### src/rtl/serdesphy_i2c_slave.sv
// I2C target front-end for the SerDes PHY CSR path: decodes SCL/SDA into single-cycle
// register read/write strobes, returns read data, and drives SDA open-drain only.
module serdesphy_i2c_slave #(
  parameter logic [6:0] DEV_ADDR = 7'h42
) (
  input  logic       clk,
  input  logic       rst,
  input  logic       scl_i,
  input  logic       sda_i,
  output logic       sda_oe,
  output logic [7:0] reg_addr,
  output logic [7:0] reg_wdata,
  output logic       reg_write_en,
  output logic       reg_read_en,
  input  logic [7:0] reg_rdata,
  output logic       busy
);

  typedef enum logic [3:0] {
    IDLE,
    ADDR,
    ADDR_ACK,
    PTR,
    PTR_ACK,
    WDATA,
    WDATA_ACK,
    RDATA,
    RACK,
    WAIT
  } state_t;

  state_t     state_q, state_d;
  logic [2:0] scl_sync_q, sda_sync_q;
  logic [2:0] bitcnt_q, bitcnt_d;
  logic       rw_q, rw_d;
  logic       sda_oe_q, sda_oe_d;
  logic       wen_q, wen_d;
  logic       ren_q, ren_d;
  logic       cap1_q, cap2_q;
  logic [7:0] ptr_q, ptr_d;
  logic [7:0] wdata_q, wdata_d;
  logic [7:0] shift_q, shift_d;
  logic [7:0] tx_q, tx_d;

  logic scl_s, scl_h, sda_s, sda_h;
  logic scl_rise, scl_fall, start_det, stop_det;
  logic [7:0] rx_byte;

  // Bits [1:0] synchronize the pads, bit [2] holds the previous synchronized value
  assign scl_s = scl_sync_q[1];
  assign scl_h = scl_sync_q[2];
  assign sda_s = sda_sync_q[1];
  assign sda_h = sda_sync_q[2];

  assign scl_rise  = scl_s & ~scl_h;
  assign scl_fall  = ~scl_s & scl_h;
  assign start_det = scl_s & scl_h & sda_h & ~sda_s;
  assign stop_det  = scl_s & scl_h & ~sda_h & sda_s;
  assign rx_byte   = {shift_q[6:0], sda_s};

  // A START arriving with a strobe in flight kills the strobe; bus conditions release SDA at once
  assign reg_write_en = wen_q & ~start_det;
  assign reg_read_en  = ren_q & ~start_det;
  assign sda_oe       = sda_oe_q & ~start_det & ~stop_det;
  assign reg_addr     = ptr_q;
  assign reg_wdata    = wdata_q;
  assign busy         = (state_q != IDLE);

  always_comb begin
    state_d  = state_q;
    bitcnt_d = bitcnt_q;
    rw_d     = rw_q;
    sda_oe_d = sda_oe_q;
    wen_d    = 1'b0;
    ren_d    = 1'b0;
    wdata_d  = wdata_q;
    shift_d  = shift_q;
    tx_d     = tx_q;
    ptr_d    = ptr_q;

    if (reg_write_en || cap2_q) ptr_d = ptr_q + 8'd1;
    if (cap2_q) tx_d = reg_rdata;

    if (start_det) begin
      state_d  = ADDR;
      bitcnt_d = 3'd0;
      sda_oe_d = 1'b0;
    end else if (stop_det) begin
      state_d  = IDLE;
      sda_oe_d = 1'b0;
    end else begin
      unique case (state_q)
        ADDR, PTR, WDATA: begin
          if (scl_rise) begin
            shift_d  = rx_byte;
            bitcnt_d = bitcnt_q + 3'd1;
            if (bitcnt_q == 3'd7) begin
              if (state_q == ADDR) begin
                if (rx_byte[7:1] == DEV_ADDR) begin
                  rw_d    = rx_byte[0];
                  ren_d   = rx_byte[0];
                  state_d = ADDR_ACK;
                end else begin
                  state_d = WAIT;
                end
              end else if (state_q == PTR) begin
                ptr_d   = rx_byte;
                state_d = PTR_ACK;
              end else begin
                wdata_d = rx_byte;
                wen_d   = 1'b1;
                state_d = WDATA_ACK;
              end
            end
          end
        end
        ADDR_ACK, PTR_ACK, WDATA_ACK: begin
          // SDA is always released on entry, so sda_oe_q tells the ACK-start fall from the ACK-end fall
          if (scl_fall) begin
            if (!sda_oe_q) begin
              sda_oe_d = 1'b1;
            end else if (state_q == ADDR_ACK && rw_q) begin
              sda_oe_d = ~tx_q[7];
              tx_d     = {tx_q[6:0], 1'b0};
              bitcnt_d = 3'd0;
              state_d  = RDATA;
            end else begin
              sda_oe_d = 1'b0;
              state_d  = (state_q == ADDR_ACK) ? PTR : WDATA;
            end
          end
        end
        RDATA: begin
          if (scl_rise) begin
            bitcnt_d = bitcnt_q + 3'd1;
            if (bitcnt_q == 3'd7) state_d = RACK;
          end else if (scl_fall) begin
            sda_oe_d = ~tx_q[7];
            tx_d     = {tx_q[6:0], 1'b0};
          end
        end
        RACK: begin
          if (scl_fall) begin
            sda_oe_d = 1'b0;
          end else if (scl_rise) begin
            if (!sda_s) begin
              ren_d   = 1'b1;
              state_d = RDATA;
            end else begin
              state_d = WAIT;
            end
          end
        end
        default: ;
      endcase
    end
  end

  always_ff @(posedge clk or posedge rst) begin
    if (rst) begin
      state_q    <= IDLE;
      scl_sync_q <= 3'b111;
      sda_sync_q <= 3'b111;
      bitcnt_q   <= 3'd0;
      rw_q       <= 1'b0;
      sda_oe_q   <= 1'b0;
      wen_q      <= 1'b0;
      ren_q      <= 1'b0;
      cap1_q     <= 1'b0;
      cap2_q     <= 1'b0;
      ptr_q      <= 8'h00;
      wdata_q    <= 8'h00;
    end else begin
      state_q    <= state_d;
      scl_sync_q <= {scl_sync_q[1:0], scl_i};
      sda_sync_q <= {sda_sync_q[1:0], sda_i};
      bitcnt_q   <= bitcnt_d;
      rw_q       <= rw_d;
      sda_oe_q   <= sda_oe_d;
      wen_q      <= wen_d;
      ren_q      <= ren_d;
      cap1_q     <= reg_read_en;
      cap2_q     <= cap1_q;
      ptr_q      <= ptr_d;
      wdata_q    <= wdata_d;
    end
  end

  always_ff @(posedge clk) begin
    shift_q <= shift_d;
    tx_q    <= tx_d;
  end

endmodule
### config.mk
export PLATFORM = sky130hd
export DESIGN_NAME = serdesphy_i2c_slave
export DESIGN_NICKNAME = d
export VERILOG_FILES = /design/src/rtl/serdesphy_i2c_slave.sv
export SDC_FILE = /design/constraint.sdc
export NUM_CORES = 1
export LEC_CHECK = 0
export BUFFER_PORTS_ARGS = -buffer_cell sky130_fd_sc_hd__buf_2
export CORE_UTILIZATION = 60
export CTS_CLUSTER_DIAMETER = 150
export DETAILED_ROUTE_END_ITERATION = 6
export PLACE_DENSITY_LB_ADDON = 0.25
export SLEW_MARGIN = 20
export SYNTH_ARGS = -nofsm -noshare
export SYNTH_HDL_FRONTEND = slang
export SYNTH_SLANG_ARGS = --single-unit
### constraint.sdc
create_clock -name clk -period 3.43 [get_ports clk]
set_input_delay 0.1715 -clock clk [delete_from_list [all_inputs] [get_ports clk]]
set_output_delay 0.1715 -clock clk [all_outputs]
set_load 0.02 [all_outputs]
# Word level (Yosys, flattened, before mapping)
# Index checks and enable logic that the tools add are counted.
# totals
register_bits,50
inputBits,12
n_memories,0
ramBits,0
elab_cells,144
output_inout_bits,20
mem_bits_ro,0
latch_bits,0
# op_classes
order_cmp,0
div_mod_pow,0
reduce_logical,15
mux,67
n_shift,0
n_mul,0
bitwise,20
eq_ne,26
n_addsub,2
# op_table
cell,count
$mux 8,16
$mux 4,13
$ne 4x4->1 const B,11
$mux 1,24
$mux 3,8
$eq 4x3->1 const B,4
$pmux 4 s4,1
$pmux 8 s2,1
$reduce_and 7->1,2
$and 1x1->1,11
$ne 3x3->1 const B,3
$not 1->1,9
$reduce_and 9->1,1
$add 8x1->8 const B,1
$eq 4x2->1 const B,2
$eq 7x7->1 const B,1
$pmux 3 s2,1
$reduce_and 6->1,1
$reduce_bool 6->1,1
$reduce_or 3->1,2
$reduce_and 5->1,1
$reduce_bool 5->1,1
$eq 4x1->1 const B,1
$eq 4x4->1 const B,1
13 further kinds,13

# Logic depth before layout (Yosys ltp)
# logic_depth
depth_word,14
mapped_depth,7
depth_no_buf,6

# Worst setup path after synthesis
# No wires, ideal clock.
# synth_timing
path_kind,reg2reg
startpoint,reg scl_sync_q[1]
endpoint,"reg wdata_q[1], in the netlist reg_wdata[1]"
setup_slack_ns,1.542
t_required_ns,3.305
path_buffers,1
setup_ns,0.125
period_less_slack_ns,1.888
arrival_ns,1.763
stages_incl_launch_ff,6
path_cell_list,dfstp_2 > nor2b_2 > and2_4 > or4b_1 > buf_6 > mux2_4
# synth_via
elab_chain_cells,5
word_cells_on_any_way,9
cone_classes,8 x bitwise; 1 x reduce/logical
# synth_lines
element,line_no,source
start: declaration,33,"logic [2:0] scl_sync_q, sda_sync_q;"
start signal: assignment,175,"scl_sync_q <= {scl_sync_q[1:0], scl_i};"
$and 1x1->1,"57, 58",
"$and 1x1->1, on equally long branches (2 in a row)","57, 58",
$not 1->1 (no line),--,
$reduce_and 7->1 (no line) (*),--,
end signal: assignment,185,wdata_q <= wdata_d;
end: declaration,41,"logic [7:0] wdata_q, wdata_d;"
# Every way passes the cells marked *; elsewhere a longest branch is shown, timed or not.
# A chain may end at the register's enable or synchronous reset.

# Final worst setup path
# layout_timing
startpoint,reg scl_sync_q[1]
endpoint,"reg wdata_q[4], in the netlist reg_wdata[4]"
# Same word-level chain as after synthesis.

==> impl_results.html <==
<table>
<tr><th>Metric</th><th>Value</th></tr>
<tr><th colspan="2">Logic synthesis</th></tr>
<tr><td>Top cells by area, synth</td><td>sky130_fd_sc_hd__dfrtp_1 (31%), sky130_fd_sc_hd__edfxtp_1 (8.9%), sky130_fd_sc_hd__dfxtp_1 (6.8%)</td></tr>
<tr><td>Share of flip-flops with an asynchronous set or reset</td><td>between 70% and 80%</td></tr>
<tr><td>Number of synthesis warnings</td><td>0</td></tr>
<tr><td>Synthesized cell area</td><td>2352 µm²</td></tr>
<tr><td>Synth top area share</td><td>30.85%</td></tr>
<tr><td>Fraction of the yosys area taken by sequential cells</td><td>a little over half</td></tr>
<tr><td>Post-synth cell types</td><td>51</td></tr>
<tr><td>Most used flip-flop cell after synthesis</td><td>sky130_fd_sc_hd__dfrtp_1</td></tr>
<tr><td>Number of synthesized flops with an enable pin</td><td>7</td></tr>
<tr><td>Gate count after technology mapping</td><td>209</td></tr>
<tr><td>Synthesis-stage register bit count</td><td>50</td></tr>
<tr><td>Synth area leader</td><td>sky130_fd_sc_hd__dfrtp_1</td></tr>
<tr><td>Post-synthesis area per instance</td><td>11.25 µm²</td></tr>
<tr><td>Synthesized net count</td><td>224</td></tr>
<tr><th colspan="2">CTS</th></tr>
<tr><td>Clock slew at reported path FFs</td><td>around 0.090 ns</td></tr>
<tr><td>Maximum clock insertion buffer count</td><td>2</td></tr>
<tr><td>Number of buffers added by the clock tree synthesis step</td><td>5</td></tr>
<tr><td>Count of hold-fix buffers inserted at cts</td><td>2</td></tr>
<tr><td>Clock sinks</td><td>50</td></tr>
<tr><td>Post-CTS Resized</td><td>0</td></tr>
<tr><td>CTS H-Tree Depth</td><td>2</td></tr>
<tr><td>Clk Latency, worst-skew pair</td><td>roughly 0.3 ns</td></tr>
<tr><td>Number of setup buffers added after CTS</td><td>0</td></tr>
<tr><td>Root Driver</td><td>sky130_fd_sc_hd__clkbuf_8</td></tr>
<tr><td>CTS tree</td><td>yes</td></tr>
<tr><th colspan="2">STA</th></tr>
<tr><td>Setup Viol. Count Final</td><td>0</td></tr>
<tr><td>Final hold vios</td><td>0</td></tr>
<tr><td>Number of slew-limit violations in the final report</td><td>0</td></tr>
<tr><td>Slew margin rel.</td><td>56.20%</td></tr>
<tr><td>Shortest clock period the worst path allows after layout</td><td>around 2.2 ns</td></tr>
<tr><td>Layout Skew</td><td>0.01389 ns</td></tr>
<tr><td>Final-layout setup total negative slack</td><td>0 ns</td></tr>
<tr><td>Unrepaired setup endpoints after global routing</td><td>no</td></tr>
<tr><td>Slew at the pin with the worst max-slew slack</td><td>0.6571 ns</td></tr>
<tr><td>Fmax</td><td>0.4585 GHz</td></tr>
<tr><td>Share of the clock period used by the worst path</td><td>63.59%</td></tr>
<tr><th colspan="2">Worst setup path</th></tr>
<tr><td>Endpoint class of the critical path</td><td>flop</td></tr>
<tr><td>CP Max Fanout</td><td>10</td></tr>
<tr><td>Crit Path Category</td><td>reg -&gt; reg</td></tr>
<tr><td>Worst reg2reg path depth</td><td>4</td></tr>
<tr><td>Startpoint class of the critical path</td><td>flop</td></tr>
<tr><td>Critical path data arrival time</td><td>2.35 ns</td></tr>
<tr><td>Data required time at the worst endpoint</td><td>~3.6 ns</td></tr>
<tr><th colspan="2">Floorplan</th></tr>
<tr><td>Overall die area</td><td>~4200 µm²</td></tr>
<tr><td>Placeable core region</td><td>3716 µm²</td></tr>
<tr><td>Effective utilization at floorplan</td><td>63.30%</td></tr>
<tr><td>Die Width</td><td>64.62 µm</td></tr>
<tr><td>Number of ports placed on the die boundary</td><td>32</td></tr>
<tr><td>Chip height</td><td>approximately 65 µm</td></tr>
<tr><td>Row count</td><td>22</td></tr>
<tr><th colspan="2">Detailed routing</th></tr>
<tr><td>Post-route ant nets</td><td>0</td></tr>
<tr><td>Final Routed Wirelength</td><td>around 4.2 mm</td></tr>
<tr><td>DR iter-0 viols</td><td>87</td></tr>
<tr><td>Vias after detailed routing</td><td>1653</td></tr>
<tr><td>Drt first pass iters</td><td>4</td></tr>
<tr><td>Via/cell ratio</td><td>5.680</td></tr>
<tr><td>DRC violation count after routing</td><td>0</td></tr>
<tr><td>Avg WL per Cell</td><td>14.35 µm</td></tr>
<tr><th colspan="2">Pwr</th></tr>
<tr><td>Total power of the final layout</td><td>around 1.6 mW</td></tr>
<tr><td>Power density over the cells</td><td>between 600 and 700 nW/µm²</td></tr>
<tr><td>Worst VDD drop</td><td>489.1 µV</td></tr>
<tr><td>Leakage component of the power</td><td>1.203 nW</td></tr>
<tr><th colspan="2">Global route</th></tr>
<tr><td>Number of global-route vias before repair</td><td>~1600</td></tr>
<tr><td>First-pass GRT wire length</td><td>7.189 mm</td></tr>
<tr><td>Total GRT Usage</td><td>23.29%</td></tr>
<tr><td>GRT Residual Overflow</td><td>0</td></tr>
<tr><td>Number of antenna violations at the first check in global routing</td><td>0</td></tr>
<tr><td>Pin count of the biggest net entering global routing</td><td>31</td></tr>
<tr><th colspan="2">Layout</th></tr>
<tr><td>Filler Cell Count</td><td>263</td></tr>
<tr><td>Most frequent cells in the layout</td><td>sky130_fd_sc_hd__buf_2 (31), sky130_fd_sc_hd__dfrtp_1 (29), sky130_fd_sc_hd__nand2_1 (19)</td></tr>
<tr><td>Share of layout cells above drive strength 1</td><td>roughly 28%</td></tr>
<tr><td>Number of nets in the layout</td><td>257</td></tr>
<tr><td>Most common cell after layout, fill and taps aside</td><td>sky130_fd_sc_hd__buf_2</td></tr>
<tr><td>Area overhead of the layout relative to synthesis</td><td>12.71%</td></tr>
<tr><td>Antenna diodes</td><td>0</td></tr>
<tr><th colspan="2">Min path</th></tr>
<tr><td>Path class of the lowest-slack min-delay path</td><td>in -&gt; reg</td></tr>
<tr><td>WHS Path Cells</td><td>3</td></tr>
<tr><th colspan="2">Flow run</th></tr>
<tr><td>MaxCap Viol Count</td><td>0</td></tr>
<tr><th colspan="2">Place</th></tr>
<tr><td>Placed wire-length estimate</td><td>3.037 mm</td></tr>
<tr><td>Routability congestion estimate from global placement</td><td>0.9288</td></tr>
<tr><td>PortBufs</td><td>31</td></tr>
<tr><th colspan="2">Status</th></tr>
<tr><td>Run status</td><td>finished, final reports clean</td></tr>
</table>
==> worst max-delay path, stage by stage (launching register included) <==
cell                      delay (ns)
sky130_fd_sc_hd__dfstp_2        0.59
sky130_fd_sc_hd__nor2b_2        0.17
sky130_fd_sc_hd__and2_4         0.18
sky130_fd_sc_hd__or4b_1         0.73
sky130_fd_sc_hd__mux2_4         0.40
==> power breakdown <==
group / switching (mW) / leakage [nW] / total [mW] / internal [mW]
logic: 0.229 / 0.570 / 0.441 / 0.213
registers: 0.134 / 0.586 / 0.852 / 0.717
clock network: 0.178 / 0.0472 / 0.340 / 0.162
total: 0.541 / 1.20 / 1.63 / 1.09
==> registers in the layout (all words and copies together), names as in the netlist <==
signal      cells
shift_q         7
state_q         4
bitcnt_q        3
rw_q            1
wen_q           1
cap1_q          1
scl_sync_q      3
sda_oe_q        1
reg_wdata       8
tx_q            8
cap2_q          1
reg_addr        8
sda_sync_q      3
ren_q           1
==> synth_stat cells, types with 4 or more instances <==
cell / n
sky130_fd_sc_hd__inv_1: 5
sky130_fd_sc_hd__xnor2_1: 4
sky130_fd_sc_hd__mux2i_1: 10
sky130_fd_sc_hd__dfstp_2: 6
sky130_fd_sc_hd__buf_2: 5
sky130_fd_sc_hd__nand2_1: 19
sky130_fd_sc_hd__nand4_1: 4
sky130_fd_sc_hd__nand3_1: 6
sky130_fd_sc_hd__mux2_4: 7
sky130_fd_sc_hd__dfrtp_1: 29
sky130_fd_sc_hd__nor2_1: 17
sky130_fd_sc_hd__a21oi_1: 12
sky130_fd_sc_hd__mux2_2: 4
sky130_fd_sc_hd__o21ai_0: 13
sky130_fd_sc_hd__a31oi_1: 4
sky130_fd_sc_hd__dfxtp_1: 8
sky130_fd_sc_hd__edfxtp_1: 7
sky130_fd_sc_hd__xor2_1: 5
==> per-layer routing <==
layer | vias to the layer above | global-route usage (%) | part of all wire, % | routed length, µm
met4 | 0 | 7.500 | 1.1 | 46
met1 | 788 | 32.55 | 48 | 2013
met2 | 49 | 34.87 | 46 | 1929
met3 | 4 | 6.866 | 4.5 | 189
met5 | - | 0 | 0 | 0
li1 | 812 | - | - | -
==> per-stage QoR <==
stage	area (µm²)	hold WS (ns)	utilization (%)	setup WS (ns)	instances
after floorplan	2352	0.1760	-	1.542	209
after global placement	2526	0.2769	67.98	1.326	280
after detailed placement	2526	0.2799	67.98	1.279	280
after CTS	2641	0.1125	71.08	1.263	290
after global routing	2651	0.1300	71.35	1.166	291
final	2651	0.1184	71.35	1.249	291
==> cell type report <==
cell class	instances	area (µm²)	area share, %
clock buffers	6	82.58	3.115
flip-flops and latches	50	1254	47.29
well taps	48	60.06	2.265
multi-input cells	145	1031	38.89
clock inverters	2	12.51	0.4719
inverters	5	18.77	0.7079
repair buffers	35	192.7	7.268
==> path summary, 6_finish.rpt <==
| check | slack, ns | start | end |
|---|---|---|---|
| setup / recovery | 1.25 | scl_sync_q[1]$_DFF_PP1_ | reg_wdata[4]$_DFFE_PP0P_ |
| hold / removal | 0.12 | reg_rdata[0] | tx_q[0]$_DFF_P_ |
| setup reg to reg | 1.25 | scl_sync_q[1]$_DFF_PP1_ | reg_wdata[4]$_DFFE_PP0P_ |
| hold reg to reg | 0.36 | sda_sync_q[0]$_DFF_PP1_ | sda_sync_q[1]$_DFF_PP1_ |
| max in group asynchronous | 2.40 | rst | bitcnt_q[2]$_DFFE_PP0P_ |
| min in group asynchronous | 0.49 | rst | reg_wdata[5]$_DFFE_PP0P_ |
==> cells by family after synthesis <==
| group | count (synthesis) | synth area share [%] |
|---|---|---|
| xor gates and xnor gates | 9 | 3.351 |
| muxes | 21 | 10.64 |
| buffers and inverters | 14 | 2.872 |
| adders and majority gates | 3 | 1.596 |
| AOI/OAI and AO/OA | 43 | 12.66 |
| DFF | 50 | 53.30 |
| and+or+nand+nor | 69 | 15.59 |
No activity file was read; power rests on OpenSTA's default activity.
